$ cat src/rtl/dino_jump_ctrl.sv
// dino_jump_ctrl: debounced jump button launching a tick-stepped parabolic height trajectory
module dino_jump_ctrl #(
  parameter int TICK_DIV      = 1000000,
  parameter int DEBOUNCE_BITS = 4,
  parameter int JUMP_V0       = 10,
  parameter int GRAVITY       = 1
) (
  input  logic       CLK,
  input  logic       clrn,
  input  logic       button_jump,
  output logic [5:0] dinosaur_height,
  output logic       game_status
);
  localparam int CW = $clog2(TICK_DIV);
  localparam logic signed [7:0] V0 = 8'(JUMP_V0);
  localparam logic signed [7:0] G  = 8'(GRAVITY);
  typedef enum logic {S_GROUND, S_AIR} state_t;
  state_t                   r_state, w_state_nxt;
  logic [1:0]               r_sync;
  logic [DEBOUNCE_BITS-1:0] r_db;
  logic                     r_lvl, r_lvl_d;
  logic [CW-1:0]            r_cnt;
  logic signed [7:0]        r_vel, w_vel_nxt;
  logic [5:0]               w_h_nxt;
  logic                     w_gs_nxt, w_press, w_tick;
  logic signed [8:0]        w_sum;
  assign w_press = r_lvl & ~r_lvl_d;
  assign w_tick  = r_cnt == CW'(TICK_DIV - 1);
  assign w_sum   = $signed({3'b000, dinosaur_height}) + $signed({r_vel[7], r_vel});
  always_ff @(posedge CLK or negedge clrn)
    if (!clrn) begin
      r_sync          <= '0;
      r_db            <= '0;
      r_lvl           <= 1'b0;
      r_lvl_d         <= 1'b0;
      r_cnt           <= '0;
      r_state         <= S_GROUND;
      r_vel           <= '0;
      dinosaur_height <= '0;
      game_status     <= 1'b0;
    end else begin
      r_sync          <= {r_sync[0], button_jump};
      r_db            <= {r_db[DEBOUNCE_BITS-2:0], r_sync[1]};
      // level rises only on all-ones, falls only on all-zeros, holds on mixed samples
      r_lvl           <= (&r_db) | (r_lvl & (|r_db));
      r_lvl_d         <= r_lvl;
      r_cnt           <= w_tick ? '0 : r_cnt + CW'(1);
      r_state         <= w_state_nxt;
      r_vel           <= w_vel_nxt;
      dinosaur_height <= w_h_nxt;
      game_status     <= w_gs_nxt;
    end
  always_comb begin
    w_state_nxt = r_state;
    w_vel_nxt   = r_vel;
    w_h_nxt     = dinosaur_height;
    w_gs_nxt    = game_status;
    if (r_state == S_GROUND && w_press) begin
      w_state_nxt = S_AIR;
      w_vel_nxt   = V0;
      w_gs_nxt    = 1'b1;
    end else if (r_state == S_AIR && w_tick) begin
      if (w_sum <= 9'sd0) begin
        w_state_nxt = S_GROUND;
        w_vel_nxt   = '0;
        w_h_nxt     = '0;
      end else begin
        w_h_nxt   = w_sum > 9'sd63 ? 6'd63 : w_sum[5:0];
        w_vel_nxt = r_vel - G;
      end
    end
  end
endmodule

$ cat config.mk
export PLATFORM = sky130hd
export DESIGN_NAME = dino_jump_ctrl
export DESIGN_NICKNAME = d
export VERILOG_FILES = /design/src/rtl/dino_jump_ctrl.sv
export SDC_FILE = /design/constraint.sdc
export NUM_CORES = 1
export LEC_CHECK = 0
export ABC_AREA = 1
export CAP_MARGIN = 20
export CORE_MARGIN = 2
export CORE_UTILIZATION = 35
export DETAILED_ROUTE_END_ITERATION = 7
export PLACE_DENSITY = 0.48
export SLEW_MARGIN = 10
export SYNTH_ARGS = -nofsm -noshare
export SYNTH_HDL_FRONTEND = slang
export SYNTH_SLANG_ARGS = --single-unit
$ cat constraint.sdc
create_clock -name CLK -period 2.3 [get_ports CLK]
set_input_delay 0.23 -clock CLK [delete_from_list [all_inputs] [get_ports CLK]]
set_output_delay 0.23 -clock CLK [all_outputs]
set_load 0.02 [all_outputs]
Word-level counts from Yosys, hierarchy flattened
Cells that the tools add are included.
W data, S select, Z words.
- register bits: 44
- multiplexer cells: 9
- $add $sub $neg: 3
- eq/ne operators: 1
- reduce and logical (&&, ||, !) cells: 8
- bitwise logic cells: 6
- magnitude comparators: 2
- operator list (cell ; count):
    $mux W8 ; 3
    $add A20 B1 Y20 const B ; 1
    $eq A20 B20 Y1 const B ; 1
    $mux W20 ; 1
    $mux W6 ; 2
    $add A7 B8 Y9 ; 1
    $gt A9 B7 Y1 const B ; 1
    $le A9 B1 Y1 const B ; 1
    $sub A8 B2 Y8 const B ; 1
    $reduce_and A2 Y1 ; 2
    $reduce_and A4 Y1 ; 1
    $reduce_bool A2 Y1 ; 2
    $reduce_or A4 Y1 ; 1
    $mux W1 ; 3
    $not A1 Y1 ; 3
    $and A1 B1 Y1 ; 2
    $logic_and A1 B1 Y1 ; 2
    $or A1 B1 Y1 ; 1

Longest topological paths before layout
- depth after elaboration: 5
- depth in mapped cells: 15

Worst setup path after synthesis
No wires, ideal clock.
- path kind: register to register
- start point: register dinosaur_height[0]
- end point: register r_vel[1]
- period minus slack after synthesis: 2121 ps
- arrival: 1998 ps
- stages on the path, launching flop included: 16
- required time: 2177 ps
- path slack: 179 ps
- cells stage by stage: dfrtp_1 ha_1 inv_1 fa_1 inv_1 nand2_1 nand2_1 nand3_1 nand2_1 nand2_1 nand2_1 nand2_1 nand2_2 nand2_2 nand2_4 o21ai_2
- longest elaborated chain between the ends: 5
- ends and longest elaborated chain (item ; line ; source):
    start: declaration ; 11 ; output logic [5:0] dinosaur_height,
    start signal: assignment ; 50 ; dinosaur_height <= w_h_nxt;
    $add A7 B8 Y9 ; 29 ; assign w_sum = $signed({3'b000, dinosaur_height}) + $signed({r_vel[7], r_vel});
    $le A9 B1 Y1 ; 63 ; if (w_sum <= 9'sd0) begin
    $mux W8 ; 63 ;
    $mux W8 ; 62 ; end else if (r_state == S_AIR && w_tick) begin
    $mux W8 ; 58 ; if (r_state == S_GROUND && w_press) begin
    end signal: assignment ; 49 ; r_vel <= w_vel_nxt;
    end: declaration ; 23 ; logic signed [7:0] r_vel, w_vel_nxt;
Every way passes these cells. The select of a mux whose other input is x is not followed.
A chain may end at the register's enable or synchronous reset.

Worst setup path after layout
- start point: register r_vel[0]
- end point: register r_vel[1]
- longest elaborated chain between the ends: 5
- elaborated cells on any way between the ends: 6
- ends and longest elaborated chain (item ; line):
    $add A7 B8 Y9 ; 29
    $le A9 B1 Y1 ; 63
    $mux W8 * ; 63
    $mux W8 * ; 62
    $mux W8 * ; 58
Mark *: on every way between the ends. The rest lies on a longest branch, timed or not. The select of a mux whose other input is x is not followed.

==> flow_summary.toml <==
[global_routing]
overflow = 0
grt_max_degree = 25
grt_use_total_pct = 15.6
antenna_found_initial = 0
grt_first_pass_wirelength_um = 9430
grt_pass1_vias = 1924

[synth]
synth_fa_ha_area_share_pct = 4.76
synth_simple_gate_area_share_pct = 33.4
synth_cell_types = 29
syn_inst = 320
synth_common_cells = "nand2_1 (82), inv_1 (53), dfrtp_1 (44)"
synthTopCellsByArea = "dfrtp_1 (44%), nand2_1 (12%), inv_1 (7.9%)"
netlist.area_leader.share_pct = 43.7
synth_mux_area_share_pct = 0
ys_seq_area_share_pct = 43.7
synth_top_family_by_area = "simple AND/OR/NAND/NOR gates"
yosysMostFrequentCell = "nand2_1"
synth-edff-count = 0
avgSynthCellArea_um2 = 7.88
syn_nets = 332
syn_area_mm2 = 0.00252
synth_xor_area_share_pct = 4.52
async_flop_share_pct = 100
synth_top_area_cell = "dfrtp_1"
synth_compound_area_share_pct = 5.61
ys_ff_latch = 44
synth-main-ff-cell = "dfrtp_1"
ys_warn_count = 0

[route]
dr_wl_met2_um = 2370
drt_wl_total_um = 5470
wl_met3_um = 214
via_per_inst = 4.61
top_layer = "met4"
m1WireLength_um = 2820
num_vias = 2029
drt-wirelength-per-cell_um = 12.4
drt_iter0_drc = 72
firstDrtPassIters = 4
drcViolationCount = 0
antenna_left = 0

[finish]
instances_no_fill = 440
num_antenna_cells = 0
multi_input_area_mm2 = 0.00126
area_delta_synth_final_pct = 16.0
layout.area.seq_mm2 = 0.00110
post-route-util_pct = 42.6
drive_gt1_share_pct = 12.5
fillers = 695
final_nets = 355

[timing]
finalCritPeriodShare_pct = 92.3
finalHoldViolCount = 0
tightest_slew_ps = 540
period_needed_ps = 2120
max_freq_mhz = 471
relSlewSlack_pct = 64.0
setup_violations = 0
fin_setup_tns_ps = 0
slew_viol_final = 0
skew_ps = 8.05

[placed_design]
dp.cells = 429
place_hpwl_um = 4250
gp_congestion = 0.847
port_buffers = 9

[clock_tree]
htree_levels = 2
cts.sink_count = 44
clkTransAtPathRegs_ps = 90
cts_tree = "yes"
clk_path_buf_depth = 2
insertion_delay_ps = 300
root_buffer = "clkbuf_8"
cts_made_buffers = 5

[setup_path]
crit_fanout = 6
startpoint_type = "flip-flop"
crit_slowest_cell = "dfrtp_1"
cpLargestDelayFamily = "simple AND/OR/NAND/NOR gates"
cp_data_required_time_ps = 2490
slowest_delay_ps = 410
crit_chain = "ha_4 -> inv_1 -> fa_1 -> inv_1 -> nand2_2 -> nand2_2 -> nand3_1 -> nand2_1 -> nand2_1 -> nand2_1 -> nand2_2 -> nand2_4 -> nand2_4 -> nand2_4 -> o21ai_2"
critPathBufInv = 2
crit_arrival_ps = 2320
worst_setup_path_end_kind = "flip-flop"
ff2ff_path_depth = 15
critical_path_class = "flip-flop to flip-flop"
worst-path-stages = 15

[floorplan]
die_area_mm2 = 0.00790
start_util_pct = 36.7
die_x_um = 88.9
rows = 30
core_area_mm2 = 0.00687
ios = 10
die_y_um = 88.9

[pwr]
power_mw = 1.97
cellPowerDensity_mw_per_mm2 = 675
leakage_nw = 1.49
peakVddDrop_v = 0.000479

[run_status]
outcome = "finished, final reports clean"

[worst_hold_path]
hold_class = "flip-flop to flip-flop"
hold_depth = 0

[run]
max_cap_violations = 0
-- layout by cell type (no fill, tap or decap), drive strengths merged --
| cell | n |
|---|---|
| xnor2 | 3 |
| o21ai | 9 |
| dfrtp | 44 |
| and2 | 2 |
| a21oi | 14 |
| o21a | 1 |
| xor2 | 10 |
| buf | 7 |
| dlygate4sd3 | 1 |
| nand4 | 8 |
| nor2 | 33 |
| ha | 8 |
| clkbuf | 6 |
| clkdlybuf4s50 | 8 |
| clkinvlp | 2 |
| nand3b | 1 |
| nand2 | 89 |
| or2 | 1 |
| inv | 54 |
| nor3 | 10 |
| nor4 | 3 |
| fa | 1 |
| nand3 | 29 |
-- layer usage --
layer	GRT usage, %	up-vias
li1	-	1057
met1	23.0	934
met2	22.9	34
met3	2.89	4
met4	5.23	0
met5	0	-
-- through the flow --
step / cell area [um^2] / hold WS [ps] / setup slack, ps
finish: 2920 / 357 / 178
global route: 2920 / 362 / -8.19
CTS: 2860 / 361 / 81.4
detailed placement: 2760 / 254 / 100
global placement: 2760 / 244 / 169
floorplan: 2520 / -65.6 / 179
-- state kept, by name (all words and copies together), names as in the netlist --
name and flops:
r_state 1, r_lvl_d 1, dinosaur_height 6, r_cnt 20, r_sync 2, game_status 1
r_lvl 1, r_db 4, r_vel 8
-- path summary, 6_finish.rpt --
| kind | startpoint | end | slack, ps |
|---|---|---|---|
| min | r_sync[1] | r_db[0] | 360 |
| min reg2reg | r_sync[1] | r_db[0] | 360 |
| min in group asynchronous | clrn | r_cnt[11] | 440 |
| max in group asynchronous | clrn | r_vel[4] | 1280 |
| max | r_vel[0] | r_vel[1] | 180 |
| max reg2reg | r_vel[0] | r_vel[1] | 180 |
-- worst reg2reg max path, delay by kind of cell, from the launching register on --
family,cells,cell delay (ps)
compound gates,1,60
fa+ha+maj,2,530
buf+inv,2,140
flops,1,410
simple gates,10,880
-- cell families (layout without fill, tap and decap cells) --
| family | Yosys count | in the layout |
|---|---|---|
| AND/OR/NAND/NOR | 176 | 176 |
| buffers and inverters | 54 | 78 |
| flip-flops | 44 | 44 |
| AO/OA/AOI/OAI | 24 | 24 |
| XOR/XNOR | 13 | 13 |
| adder cells (fa/ha/maj) | 9 | 9 |
-- timing repair --
item / 4_1_cts / 5_1_grt
endpoints found under the hold margin: 22 / 0
endpoints found under the setup margin: 0 / 15
buffers inserted: 0 / 2
gates resized for setup: 0 / 10
hold buffers: 1 / 0
-- where the power goes --
part / internal, mW / switching, mW
sequential: 0.835 / 0.0716
combinational: 0.198 / 0.343
clock: 0.243 / 0.283
total: 1.28 / 0.697
-- final cells by class --
cell class                 instances  area share [%]
multi-input combinational        222            43.2
clock buffer                       6            2.82
sequential                        44            37.7
tap                               96            4.11
inverter                          54            6.93
timing repair buffer              16            4.79
clock inverter                     2           0.513
Power figures use the tool's default switching activity.
